File: src/rtl/systolic_feeder_if.sv
// ---------------------------------------------------------------------------
// systolic_feeder_if
//
// Purpose: bundles the operand-beat handshake and the array-edge outputs of
//          systolic_feeder into one interface.
//
// Parameters:
//   N          - array dimension (beats per job, lanes per operand bus)
//   DATA_WIDTH - operand element width
//
// Signals:
//   start        job request (honoured by the feeder only while idle)
//   s_valid      operand beat valid
//   s_ready      feeder accepts a beat (high only while loading)
//   s_a, s_b     operand beat: lane i = A[i][k], lane j = B[k][j], lane 0 in LSBs
//   a_edge       skewed A lanes for array column 0
//   b_edge       skewed B lanes for array row 0
//   pe_enable    array-wide PE enable
//   busy         feeder not idle
//   done         one-cycle job-complete pulse
//   stall_cycles (only with SYSTOLIC_FEEDER_PERF_EN) LOAD cycles without a beat
//
// Modports: master = beat producer / array side, slave = systolic_feeder.
// Optional feature macro: SYSTOLIC_FEEDER_PERF_EN
// ---------------------------------------------------------------------------
interface systolic_feeder_if #(
    parameter int N          = 4,
    parameter int DATA_WIDTH = 8
);
    logic                    start;
    logic                    s_valid;
    logic                    s_ready;
    logic [N*DATA_WIDTH-1:0] s_a;
    logic [N*DATA_WIDTH-1:0] s_b;
    logic [N*DATA_WIDTH-1:0] a_edge;
    logic [N*DATA_WIDTH-1:0] b_edge;
    logic                    pe_enable;
    logic                    busy;
    logic                    done;
`ifdef SYSTOLIC_FEEDER_PERF_EN
    logic [15:0]             stall_cycles;

    modport master (
        output start, s_valid, s_a, s_b,
        input  s_ready, a_edge, b_edge, pe_enable, busy, done, stall_cycles
    );

    modport slave (
        input  start, s_valid, s_a, s_b,
        output s_ready, a_edge, b_edge, pe_enable, busy, done, stall_cycles
    );
`else
    modport master (
        output start, s_valid, s_a, s_b,
        input  s_ready, a_edge, b_edge, pe_enable, busy, done
    );

    modport slave (
        input  start, s_valid, s_a, s_b,
        output s_ready, a_edge, b_edge, pe_enable, busy, done
    );
`endif
endinterface

File: src/rtl/systolic_feeder.sv
// ---------------------------------------------------------------------------
// systolic_feeder
//
// Purpose: input skew and sequencing stage in front of an N x N output-
//          stationary systolic multiply array. Beat k carries column k of A
//          and row k of B. Lane i is delayed by i advances so operands meet
//          diagonally in the array; after N beats the lanes are flushed with
//          zeros for 2N-2 advances so every PE finishes and every delay line
//          is left empty for the next job.
//
// Ports:
//   clk    in   clock
//   rst_n  in   asynchronous active-low reset
//   bus    slave modport of systolic_feeder_if
//            start/s_valid/s_a/s_b in, s_ready/a_edge/b_edge/pe_enable/
//            busy/done out (+ stall_cycles when the perf counter is built)
//
// Job timeline without stalls (cycle 0 = start sampled):
//   LOAD cycles 1..N, FLUSH cycles N+1..3N, zero-injection advances in
//   N+1..3N-2, pe_enable high in 2..3N-1, done in 3N, idle again at 3N+1.
//
// Optional feature macro: SYSTOLIC_FEEDER_PERF_EN adds a saturating 16-bit
// count of LOAD cycles without s_valid (bus.stall_cycles).
// ---------------------------------------------------------------------------
module systolic_feeder #(
    parameter int DATA_WIDTH = 8,
    parameter int N          = 4
) (
    input logic             clk,
    input logic             rst_n,
    systolic_feeder_if.slave bus
);
    localparam int DW = DATA_WIDTH;
    localparam int BW = $clog2(N + 1);
    localparam int FW = $clog2(2 * N);

    localparam logic [1:0] ST_IDLE  = 2'd0;
    localparam logic [1:0] ST_LOAD  = 2'd1;
    localparam logic [1:0] ST_FLUSH = 2'd2;

    localparam logic [BW-1:0] LAST_BEAT      = BW'(N - 1);
    // Zero-injection advances happen while the flush counter is below this.
    localparam logic [FW-1:0] FLUSH_ADV_END  = FW'(2 * N - 2);
    // Two extra cycles after the last advance: one for the final pe_enable,
    // one for done, so busy covers the done cycle.
    localparam logic [FW-1:0] FLUSH_LAST     = FW'(2 * N - 1);

    logic [1:0]    state_reg;
    logic [BW-1:0] beat_cnt_reg;
    logic [FW-1:0] flush_cnt_reg;
    logic          pe_enable_reg;

    logic          in_idle;
    logic          in_load;
    logic          in_flush;
    logic          accept;
    logic          flush_adv;
    logic          advance;
    logic          job_done;

    logic [N*DW-1:0] inject_a;
    logic [N*DW-1:0] inject_b;
    logic [N*DW-1:0] a_edge_vec;
    logic [N*DW-1:0] b_edge_vec;

    assign in_idle   = (state_reg == ST_IDLE);
    assign in_load   = (state_reg == ST_LOAD);
    assign in_flush  = (state_reg == ST_FLUSH);
    assign accept    = in_load && bus.s_valid;
    assign flush_adv = in_flush && (flush_cnt_reg < FLUSH_ADV_END);
    assign advance   = accept || flush_adv;
    assign job_done  = in_flush && (flush_cnt_reg == FLUSH_LAST);

    // Only a LOAD beat feeds real operands; FLUSH shifts zeros in.
    assign inject_a = in_load ? bus.s_a : '0;
    assign inject_b = in_load ? bus.s_b : '0;

    // -----------------------------------------------------------------------
    // Sequencing FSM
    // -----------------------------------------------------------------------
    always_ff @(posedge clk or negedge rst_n) begin
        if (!rst_n) begin
            state_reg     <= ST_IDLE;
            beat_cnt_reg  <= '0;
            flush_cnt_reg <= '0;
        end else begin
            case (state_reg)
                ST_IDLE: begin
                    if (bus.start) begin
                        state_reg     <= ST_LOAD;
                        beat_cnt_reg  <= '0;
                        flush_cnt_reg <= '0;
                    end
                end
                ST_LOAD: begin
                    if (accept) begin
                        beat_cnt_reg <= beat_cnt_reg + BW'(1);
                        if (beat_cnt_reg == LAST_BEAT) begin
                            state_reg <= ST_FLUSH;
                        end
                    end
                end
                ST_FLUSH: begin
                    flush_cnt_reg <= flush_cnt_reg + FW'(1);
                    if (job_done) begin
                        state_reg <= ST_IDLE;
                    end
                end
                default: state_reg <= ST_IDLE;
            endcase
        end
    end

    // The PE consumes the edge registers written by the previous advance.
    always_ff @(posedge clk or negedge rst_n) begin
        if (!rst_n) begin
            pe_enable_reg <= 1'b0;
        end else begin
            pe_enable_reg <= advance;
        end
    end

    // -----------------------------------------------------------------------
    // Per-lane skew: lane gi has gi delay stages plus one edge register, all
    // frozen when there is no advance.
    // -----------------------------------------------------------------------
    genvar gi;
    generate
        for (gi = 0; gi < N; gi++) begin : g_lane
            logic [DW-1:0] a_in;
            logic [DW-1:0] b_in;

            assign a_in = inject_a[gi*DW +: DW];
            assign b_in = inject_b[gi*DW +: DW];

            if (gi == 0) begin : g_direct
                logic [DW-1:0] a_out_reg;
                logic [DW-1:0] b_out_reg;

                always_ff @(posedge clk or negedge rst_n) begin
                    if (!rst_n) begin
                        a_out_reg <= '0;
                        b_out_reg <= '0;
                    end else if (advance) begin
                        a_out_reg <= a_in;
                        b_out_reg <= b_in;
                    end
                end

                assign a_edge_vec[gi*DW +: DW] = a_out_reg;
                assign b_edge_vec[gi*DW +: DW] = b_out_reg;
            end else begin : g_delayed
                logic [DW-1:0] a_line_reg [gi];
                logic [DW-1:0] b_line_reg [gi];
                logic [DW-1:0] a_out_reg;
                logic [DW-1:0] b_out_reg;

                always_ff @(posedge clk or negedge rst_n) begin
                    if (!rst_n) begin
                        for (int d = 0; d < gi; d++) begin
                            a_line_reg[d] <= '0;
                            b_line_reg[d] <= '0;
                        end
                        a_out_reg <= '0;
                        b_out_reg <= '0;
                    end else if (advance) begin
                        a_line_reg[0] <= a_in;
                        b_line_reg[0] <= b_in;
                        for (int d = 1; d < gi; d++) begin
                            a_line_reg[d] <= a_line_reg[d-1];
                            b_line_reg[d] <= b_line_reg[d-1];
                        end
                        a_out_reg <= a_line_reg[gi-1];
                        b_out_reg <= b_line_reg[gi-1];
                    end
                end

                assign a_edge_vec[gi*DW +: DW] = a_out_reg;
                assign b_edge_vec[gi*DW +: DW] = b_out_reg;
            end
        end
    endgenerate

    // -----------------------------------------------------------------------
    // Outputs
    // -----------------------------------------------------------------------
    assign bus.s_ready   = in_load;
    assign bus.busy      = !in_idle;
    assign bus.done      = job_done;
    assign bus.pe_enable = pe_enable_reg;
    assign bus.a_edge    = a_edge_vec;
    assign bus.b_edge    = b_edge_vec;

`ifdef SYSTOLIC_FEEDER_PERF_EN
    logic [15:0] stall_cnt_reg;

    // Cleared on the IDLE->LOAD transition so the value survives until the
    // next job starts.
    always_ff @(posedge clk or negedge rst_n) begin
        if (!rst_n) begin
            stall_cnt_reg <= '0;
        end else if (in_idle && bus.start) begin
            stall_cnt_reg <= '0;
        end else if (in_load && !bus.s_valid && (stall_cnt_reg != 16'hFFFF)) begin
            stall_cnt_reg <= stall_cnt_reg + 16'd1;
        end
    end

    assign bus.stall_cycles = stall_cnt_reg;
`endif

endmodule
File: src/flat_wrapper.sv
// flat-port wrapper written by rule: the top's interface ports become plain ports
module systolic_feeder_flat 
#(
    parameter int DATA_WIDTH = 8,
    parameter int N          = 4
)
  (clk, rst_n, bus_start, bus_s_valid, bus_s_a, bus_s_b, bus_s_ready, bus_a_edge, bus_b_edge, bus_pe_enable, bus_busy, bus_done);
  systolic_feeder_if #(.N(N), .DATA_WIDTH(DATA_WIDTH)) bus_i ();
  input logic clk;
  input logic rst_n;
  input wire logic [$bits(bus_i.start)-1:0] bus_start;
  input wire logic [$bits(bus_i.s_valid)-1:0] bus_s_valid;
  input wire logic [$bits(bus_i.s_a)-1:0] bus_s_a;
  input wire logic [$bits(bus_i.s_b)-1:0] bus_s_b;
  output wire logic [$bits(bus_i.s_ready)-1:0] bus_s_ready;
  output wire logic [$bits(bus_i.a_edge)-1:0] bus_a_edge;
  output wire logic [$bits(bus_i.b_edge)-1:0] bus_b_edge;
  output wire logic [$bits(bus_i.pe_enable)-1:0] bus_pe_enable;
  output wire logic [$bits(bus_i.busy)-1:0] bus_busy;
  output wire logic [$bits(bus_i.done)-1:0] bus_done;
  assign bus_i.start = bus_start;
  assign bus_i.s_valid = bus_s_valid;
  assign bus_i.s_a = bus_s_a;
  assign bus_i.s_b = bus_s_b;
  assign bus_s_ready = bus_i.s_ready;
  assign bus_a_edge = bus_i.a_edge;
  assign bus_b_edge = bus_i.b_edge;
  assign bus_pe_enable = bus_i.pe_enable;
  assign bus_busy = bus_i.busy;
  assign bus_done = bus_i.done;
  systolic_feeder #(.DATA_WIDTH(DATA_WIDTH), .N(N)) u_core (.clk(clk), .rst_n(rst_n), .bus(bus_i));
endmodule
File: config.mk
export PLATFORM = sky130hd
export DESIGN_NAME = systolic_feeder_flat
export DESIGN_NICKNAME = d
export VERILOG_FILES = /design/src/rtl/systolic_feeder_if.sv /design/src/rtl/systolic_feeder.sv /design/src/flat_wrapper.sv
export SDC_FILE = /design/constraint.sdc
export NUM_CORES = 1
export LEC_CHECK = 0
export ABC_AREA = 1
export ABC_CLOCK_PERIOD_IN_PS = 1700
export BUFFER_PORTS_ARGS = -buffer_cell sky130_fd_sc_hd__buf_4
export CORE_MARGIN = 2
export CORE_UTILIZATION = 35
export DETAILED_ROUTE_END_ITERATION = 10
export PLACE_DENSITY = 0.59
export SLEW_MARGIN = 20
export SYNTH_ARGS = -nofsm -noshare
export SYNTH_HDL_FRONTEND = slang
export SYNTH_SLANG_ARGS = --single-unit
File: constraint.sdc
create_clock -name clk -period 1.7 [get_ports clk]
set_input_delay 0.255 -clock clk [delete_from_list [all_inputs] [get_ports clk]]
set_output_delay 0.255 -clock clk [all_outputs]
set_load 0.1 [all_outputs]
==> impl_metrics.tcl, run 1 <==
set metrics [dict create \
    clock_skew_ps 7.79 \
    synth_cell_types 16 \
    finalSetupViolCount 0 \
    crit_path_start_kind "register" \
    worstMarginPinSlew_ps 455 \
    wl_per_cell_um 14.3 \
    dp_hpwl_mm 9.39 \
    relSlewSlack 0.697 \
    io_buffers 135 \
    fp.dieH_um 143 \
    run_status "completed" \
    cp.required_ps 1440 \
    diodes 0 \
    netlist_area_um2 6800 \
    fin_nets 948 \
    avgSynthCellArea_um2 9.06 \
    grt_pass1_wl_mm 26.6 \
    stdcell_count 1149 \
    via_count 5469 \
    clkTransAtPathRegs_ps 70 \
    clkLatencyLatePin_ps 420 \
    place_ws_ps 145 \
    grt_use_total 0.161 \
    cpPeakStageDelay_ps 360 \
    p_leak_nw 4.86 \
    cp_slowest_cell "dfrtp_1" \
    syn-num-nets 823 \
    finalPower_w 0.0208 \
    cts_tree "built" \
    crit_fanout 2 \
    grt_pass1_vias 5305 \
    area_growth_pct 32.3 \
    first_pass_iters 4 \
    finalCriticalPeriod_ps 1680 \
    cts_buffers 17 \
    synthCells 751 \
    p_per_area_nw_per_um2 2310 \
    fin_hold_ws_ps 51.1 \
    overflow 0 \
    ant_nets 0 \
    cap_violations 0 \
    routabilityCongestion 0.741 \
    min_path_type "input pin to register" \
    end_kind "output port" \
    rows 50 \
    cp.arrival_ps 1430 \
    viasPerCell 4.76 \
    ys_ff_latch 169 \
    die_w_um 143 \
    start_util 0.360 \
    crit_chain "ha_2, ha_4, inv_4, nor2_4, buf_12" \
    fin_crit_sh 0.991 \
    max-clock-path-buffers 2 \
    cts_sinks 169 \
    drive_gt1_frac 0.232 \
    drcViolationCount 0 \
    htreeDepth 4 \
    drv_slew 0 \
    die_area_um2 20600 \
    layout_setup_ws_ps 15.3 \
    fmax_mhz 594 \
    num_io_pins 136 \
    drt_iter0_drc 402 \
    cts-root-buf "clkbuf_16" \
    rsz0062_at_grt "true" \
    grt_max_degree 135 \
    ys_seq_area_frac 0.622 \
    antenna_found_initial 0 \
    core_area_um2 18900 \
    yosysWarningCount 0 \
    totalWireLength_mm 16.4 \
    finalHoldViolCount 0 \
    ir_worst_vdd_uv 1230 \
    dp.cells 1104 \
    worstSetupPathType "register to output port" \
]
-- path summary, 6_finish.rpt --
| path | slack [ps] | startpoint | depth (start not counted) | endpoint |
|---|---|---|---|---|
| max in group asynchronous | 790 | rst_n | 3 | u_core.g_lane[2].g_delayed.a_line_reg[0]$_DFFE_PN0P_ |
| setup reg to reg | 130 | u_core.state_reg[1]$_DFFE_PN0P_ | 8 | u_core.g_lane[1].g_delayed.a_line_reg[0]$_DFFE_PN0P_ |
| min in group asynchronous | 290 | rst_n | 2 | u_core.g_lane[3].g_delayed.b_line_reg[4]$_DFFE_PN0P_ |
| setup / recovery | 20 | u_core.flush_cnt_reg[1]$_DFFE_PN0P_ | 5 | bus_done |
| hold reg to reg | 470 | u_core.g_lane[3].g_delayed.a_line_reg[19]$_DFFE_PN0P_ | 2 | u_core.g_lane[3].g_delayed.a_line_reg[11]$_DFFE_PN0P_ |
| hold / removal | 50 | bus_s_a[20] | 3 | u_core.g_lane[2].g_delayed.a_line_reg[12]$_DFFE_PN0P_ |
-- metrics by stage --
stage | util | instance area (um^2) | setup TNS, ps
3_5_place_dp | 0.434 | 8200 | 0
3_3_place_gp | 0.434 | 8200 | 0
5_1_grt | 0.476 | 9000 | -46.2
6_report | 0.476 | 9000 | 0
4_1_cts | 0.472 | 8910 | -40.3
2_1_floorplan | - | 6810 | -23.3
-- cells by family (layout without fill, tap and decap cells) --
kind of cell | after synthesis | in the layout | share of synthesized area
compound gates | 7 | 7 | 0.00625
fa+ha+maj | 4 | 4 | 0.00736
buf+inv | 66 | 204 | 0.0427
flops | 169 | 169 | 0.622
simple gates | 505 | 505 | 0.322
-- power breakdown --
group | internal, W | switching (W) | leakage [nW]
combinational | 0.00265 | 0.00778 | 2.36
clock | 0.00226 | 0.00162 | 0.284
sequential | 0.00562 | 0.000899 | 2.22
-- metal layers --
layer	share of wire	wire length [um]	vias up	GRT usage
li1	-	-	2722	-
met1	0.48	7860	2629	0.228
met2	0.46	7560	108	0.244
met3	0.048	790	10	0.0450
met4	0.011	179	0	0.0464
met5	0	0	-	0
-- cell usage in the layout, fill, tap and decap left out, types with 5 or more instances in the layout --
cell	instances
buf_4	147
nand2_1	271
inv_1	5
nand3_1	227
dfrtp_1	168
buf_12	13
clkbuf_16	18
-- area by class of cell --
type | instances | area, um^2
clock inverters | 12 | 140
inverters | 7 | 28.8
clock buffers | 20 | 457
fillers | 1867 | 9890
well taps | 260 | 325
multi-input cells | 516 | 2350
repair buffers | 165 | 1470
flip-flops and latches | 169 | 4230
-- worst max-delay path: cells and delay by family, from the launching register on --
family / cells / cell delay [ps]
flip-flops: 1 / 360
adder cells (fa/ha/maj): 2 / 340
buffers and inverters: 2 / 220
AND/OR/NAND/NOR: 1 / 90
-- synthesized netlist by cell type --
library cell	count	area [um^2]
buf_1	18	67.6
a22o_1	2	17.5
nand3_1	227	1140
ha_1	4	50.1
inv_1	6	22.5
o21ai_1	3	15.0
buf_4	3	22.5
nor2_1	2	7.51
o21ai_0	2	10.0
nand2_1	272	1020
dfrtp_1	169	4230
nand2_2	2	12.5
clkbuf_1	13	48.8
inv_2	1	3.75
buf_2	25	125
nor2_2	2	12.5
-- timing repair --
action,in CTS,in global routing
setup endpoints to repair,2,131
resized for setup,9,6
hold buffers,1,0
gates cloned,1,1
endpoints found under the hold margin,30,0
pin swaps,2,2
buffers inserted,5,5
(Power assumes the default switching activity.)
==> run 2, diff against run 1 <==
--- a/config.mk
+++ b/config.mk
@@ -11,6 +11,7 @@
 export CORE_MARGIN = 2
 export CORE_UTILIZATION = 35
 export DETAILED_ROUTE_END_ITERATION = 10
+export MAX_ROUTING_LAYER = met4
 export PLACE_DENSITY = 0.59
 export SLEW_MARGIN = 20
 export SYNTH_ARGS = -nofsm -noshare
==> impl_metrics.tcl, run 2 (synthesis results as in run 1) <==
set metrics [dict create \
    clkLatencyLatePin_ps 430 \
    startpoint "u_core.flush_cnt_reg[1]$_DFFE_PN0P_" \
    fmax_mhz 591 \
    clkTransAtPathRegs_ps 70 \
    cts-root-buf "clkbuf_16" \
    antenna_found_initial 0 \
    first_pass_iters 6 \
    p_per_area_nw_per_um2 2320 \
    die_w_um 143 \
    r2r_cells 8 \
    fin_setup_tns_ps 0 \
    core_area_um2 18900 \
    grt_pass1_vias 5291 \
    min_path_type "input pin to register" \
    worstSetupPathType "register to output port" \
    area_growth_pct 32.3 \
    grt_pass1_wl_mm 26.5 \
    cts_buffers 17 \
    run_status "completed" \
    rrSetupSlack_ps 130 \
    routabilityCongestion 0.754 \
    relSlewSlack 0.698 \
    cpPeakStageDelay_ps 360 \
    finalSetupViolCount 0 \
    finalCriticalPeriod_ps 1690 \
    cts_tree "built" \
    r2r_end "u_core.g_lane[1].g_delayed.a_line_reg[0]$_DFFE_PN0P_" \
    crit_path_start_kind "register" \
    crit_fanout 2 \
    die_area_um2 20600 \
    drt_iter0_drc 339 \
    fill_cells 1866 \
    grt_max_degree 135 \
    viasPerCell 4.76 \
    stdcell_area_um2 9000 \
    ir_worst_vdd_uv 1230 \
    cts_sinks 169 \
    fin_nets 948 \
    start_util 0.360 \
    end_kind "output port" \
    wl_per_cell_um 14.3 \
    worstMarginPinSlew_ps 452 \
    ant_nets 0 \
    drcViolationCount 0 \
    crit_chain "ha_2, ha_4, inv_4, nor2_4, buf_12" \
    rsz0062_at_grt "true" \
    totalWireLength_mm 16.5 \
    rows 50 \
    grt_use_total 0.166 \
    cap_violations 0 \
    max-clock-path-buffers 2 \
    fin_crit_sh 0.995 \
    via_count 5473 \
    io_buffers 135 \
    num_io_pins 136 \
    htreeDepth 4 \
    cp_slowest_cell "dfrtp_1" \
    crit_end "bus_done" \
    reg2reg_from "u_core.state_reg[1]$_DFFE_PN0P_" \
    placed_area_um2 8200 \
    p_leak_nw 4.86 \
    drive_gt1_frac 0.232 \
    finalHoldViolCount 0 \
    dp_hpwl_mm 9.39 \
    final_cell_mix "nand2_1, nand3_1, dfrtp_1" \
    clock_skew_ps 8.07 \
    cp.required_ps 1440 \
    overflow 0 \
    cp.arrival_ps 1440 \
    drv_slew 0 \
    mostFrequentLayoutCell "nand2_1" \
    fp.dieH_um 143 \
    diodes 0 \
]
## run 2: cell counts in the layout (fill, tap and decap cells not counted)
No cell type changed its count.
## run 2: timing repair
item / CTS / global route
setup buffers: 5 / 5
resized for setup: 9 / 6
endpoints found under the hold margin: 30 / 0
setup endpoints to repair: 2 / 134
gates cloned: 1 / 1
hold buffers: 1 / 0
pin swaps: 2 / 2
## run 2: per-layer routing
metal,vias to the layer above,share of wire,GRT usage
met4,0,0.0088,0.0402
met1,2644,0.49,0.228
met3,9,0.047,0.0493
met5,-,0,-
met2,103,0.45,0.244
li1,2717,-,-
## run 2: area by class of cell
cell class | instances | area [um^2] | share of cell area
Sequential cell | 169 | 4230 | 0.470
Multi-Input combinational cell | 516 | 2350 | 0.261
Timing Repair Buffer | 165 | 1470 | 0.163
Clock buffer | 20 | 457 | 0.0507
Tap cell | 260 | 325 | 0.0361
Clock inverter | 12 | 140 | 0.0156
Inverter | 7 | 28.8 | 0.00320
## run 2: metrics by stage
step           cells  power [W]  hold slack (ps)  setup slack (ps)   util
2_1_floorplan    751     0.0142            -40.6             -23.3      -
3_3_place_gp    1104     0.0167              175               199  0.434
3_5_place_dp    1104     0.0168              176               145  0.434
4_1_cts         1143     0.0210             27.2             -40.3  0.472
5_1_grt         1149     0.0220             36.6             -50.5  0.476
6_report        1149     0.0209             46.4              8.38  0.476
## run 2: worst min path at each step
stage	from	cells after the start	end	slack, ps
floorplan	rst_n	0	u_core.beat_cnt_reg[0]$_DFFE_PN0P_	-40
global placement	rst_n	1	u_core.g_lane[3].g_delayed.b_out_reg[4]$_DFFE_PN0P_	180
detailed placement	rst_n	1	u_core.g_lane[3].g_delayed.b_line_reg[4]$_DFFE_PN0P_	180
CTS	bus_s_a[20]	3	u_core.g_lane[2].g_delayed.a_line_reg[12]$_DFFE_PN0P_	30
global route	bus_s_a[13]	3	u_core.g_lane[1].g_delayed.a_line_reg[5]$_DFFE_PN0P_	40
finish	bus_s_a[20]	3	u_core.g_lane[2].g_delayed.a_line_reg[12]$_DFFE_PN0P_	50
## run 2: where the power goes
part,switching (W),internal [W],total (W)
registers,0.000902,0.00562,0.00652
clock network,0.00164,0.00226,0.00390
logic,0.00778,0.00265,0.0104
total,0.0103,0.0105,0.0209
## run 2: worst max-delay path: cells and delay by family, from the launching register on
| family | cells | cell delay [ps] |
|---|---|---|
| adder cells (fa/ha/maj) | 2 | 340 |
| flip-flops | 1 | 360 |
| buffers and inverters | 2 | 220 |
| AND/OR/NAND/NOR | 1 | 90 |
==> run 3, diff against run 2 <==
--- a/config.mk
+++ b/config.mk
@@ -5,8 +5,8 @@
 export SDC_FILE = /design/constraint.sdc
 export NUM_CORES = 1
 export LEC_CHECK = 0
-export ABC_AREA = 1
-export ABC_CLOCK_PERIOD_IN_PS = 1700
+export ABC_AREA = 0
+export ABC_CLOCK_PERIOD_IN_PS = 1800
 export BUFFER_PORTS_ARGS = -buffer_cell sky130_fd_sc_hd__buf_4
 export CORE_MARGIN = 2
 export CORE_UTILIZATION = 35
==> constraint.sdc (replaced) <==
create_clock -name clk -period 1.8 [get_ports clk]
set_input_delay 0.27 -clock clk [delete_from_list [all_inputs] [get_ports clk]]
set_output_delay 0.27 -clock clk [all_outputs]
set_load 0.1 [all_outputs]
==> impl_metrics.tcl, run 3 <==
set metrics [dict create \
    run_status "completed" \
    min_path_type "input pin to register" \
    antenna_found_initial 0 \
    worstMarginPinSlew_ps 657 \
    placed_area_um2 8200 \
    die_area_um2 20800 \
    wl_per_cell_um 16.9 \
    synthCells 465 \
    dp.cells 837 \
    grt_max_degree 70 \
    end_kind "register" \
    drv_slew 0 \
    clkLatencyLatePin_ps 420 \
    totalWireLength_mm 14.8 \
    cp.arrival_ps 2070 \
    mostFrequentLayoutCell "dfrtp_1" \
    synth_common_cells "dfrtp_1, mux2_2, a21o_1, and4b_1, mux2_1" \
    cts_sinks 169 \
    crit_chain "buf_4, and2b_4, a2bb2oi_4, buf_12, clkbuf_16, mux2_2" \
    fill_cells 1786 \
    fin_nets 675 \
    die_w_um 144 \
    io_buffers 135 \
    cts-root-buf "clkbuf_16" \
    first_pass_iters 4 \
    regArea_um2 4230 \
    crit_fanout 25 \
    cts_tree "built" \
    cp.required_ps 2100 \
    synthFlopType "dfrtp_1" \
    critical_path_buf_inv_count 3 \
    fp.dieH_um 144 \
    finalSetupViolCount 0 \
    fin_crit_sh 0.985 \
    stdcell_count 881 \
    synth_edf_count 0 \
    core_area_um2 19400 \
    multi_input_area_um2 2450 \
    yosysWarningCount 0 \
    synth_cell_types 24 \
    ys_ff_latch 169 \
    ys_seq_area_frac 0.615 \
    drive_gt1_frac 0.438 \
    overflow 0 \
    cap_violations 0 \
    cts_buffers 17 \
    drcViolationCount 0 \
    num_io_pins 136 \
    rows 51 \
    rsz0062_at_grt "true" \
    routabilityCongestion 0.774 \
    grt_pass1_wl_mm 23.2 \
    stdcell_area_um2 9070 \
    dp_hpwl_mm 8.86 \
    clkTransAtPathRegs_ps 70 \
    relSlewSlack 0.562 \
    area_growth_pct 31.9 \
    start_util 0.354 \
    grt_pass1_vias 4456 \
    cp_top_family "buffers and inverters" \
    yosysTopAreaCellShare 0.615 \
    synthMostInstantiatedCell "dfrtp_1" \
    cpPeakStageDelay_ps 410 \
    synth_area_leaders "dfrtp_1, mux2_2, and4b_1, a21o_1, mux2_1" \
    synth_area_leader_cell "dfrtp_1" \
    htreeDepth 4 \
    clock_skew_ps 8.96 \
    cp_slowest_cell "dfrtp_2" \
    max-clock-path-buffers 2 \
    fmax_mhz 564 \
    viasPerCell 4.94 \
    final_cell_mix "dfrtp_1, buf_4, mux2_2" \
    diodes 0 \
    drt_iter0_drc 213 \
    via_count 4351 \
    finalCriticalPeriod_ps 1770 \
    syn-num-nets 537 \
    ant_nets 0 \
    finalHoldViolCount 0 \
    worstSetupPathType "register to register" \
    grt_use_total 0.149 \
    async_reset_ff_frac 1.00 \
    netlist_area_um2 6880 \
    avgSynthCellArea_um2 14.8 \
    crit_path_start_kind "register" \
]
run 3: path summary, 6_finish.rpt:
check | start | to | depth (start not counted) | slack [ps]
worst max register to register | u_core.state_reg[1]$_DFFE_PN0P_ | u_core.g_lane[3].g_delayed.b_out_reg[0]$_DFFE_PN0P_ | 6 | 30
min in group asynchronous | rst_n | u_core.g_lane[3].g_delayed.a_out_reg[2]$_DFFE_PN0P_ | 2 | 380
worst max-delay path | u_core.state_reg[1]$_DFFE_PN0P_ | u_core.g_lane[3].g_delayed.b_out_reg[0]$_DFFE_PN0P_ | 6 | 30
worst min-delay path | bus_s_a[13] | u_core.g_lane[1].g_delayed.a_line_reg[5]$_DFFE_PN0P_ | 3 | 200
worst min register to register | u_core.g_lane[2].g_delayed.b_line_reg[13]$_DFFE_PN0P_ | u_core.g_lane[2].g_delayed.b_line_reg[13]$_DFFE_PN0P_ | 1 | 470
max in group asynchronous | rst_n | u_core.g_lane[1].g_delayed.b_out_reg[4]$_DFFE_PN0P_ | 3 | 790
run 3: per-stage QoR:
stage,hold WS [ps],setup slack (ps),setup TNS [ps],utilization
floorplan,-25.6,129,0,-
global route,191,-17.5,-460,0.468
finish,202,26.9,0,0.468
CTS,184,-17.0,-317,0.461
global placement,240,137,0,0.423
detailed placement,253,109,0,0.423
run 3: layout make-up:
type,instances,share of cell area
clock buffer,17,0.0469
clock inverter,15,0.0259
inverter,4,0.00166
multi-input combinational,252,0.270
sequential,169,0.466
tap,265,0.0366
timing repair buffer,159,0.152
run 3: kinds of logic after synthesis:
kind of cell             after synthesis  synth area share
buffers and inverters                 44            0.0308
multiplexers                          97             0.159
flip-flops                           169             0.615
AND/OR/NAND/NOR                       75             0.102
adder cells (fa/ha/maj)                4           0.00728
AO/OA/AOI/OAI                         76            0.0857
run 3: per-layer routing:
layer,vias up,GRT usage,share of wire
met4,0,0.0521,0.012
li1,2000,-,-
met5,-,-,0
met1,2236,0.194,0.46
met2,102,0.227,0.48
met3,13,0.0371,0.049
run 3: worst reg2reg max path, cell delays in order (launching register included):
cell	delay, ps
dfrtp_2	410
buf_4	140
and2b_4	180
a2bb2oi_4	220
buf_12	170
clkbuf_16	210
mux2_2	350
run 3: what timing repair did:
action | CTS | global route
buffers inserted | 5 | 3
setup endpoints to repair | 3 | 81
cloned | 0 | 3
hold buffers | 1 | 0
resized for setup | 10 | 3
pin swaps | 0 | 1
hold endpoints to repair | 44 | 0
Power of run 3 is not shown: default switching activity piles up to over one toggle a cycle in this logic, so the estimate is an artifact.
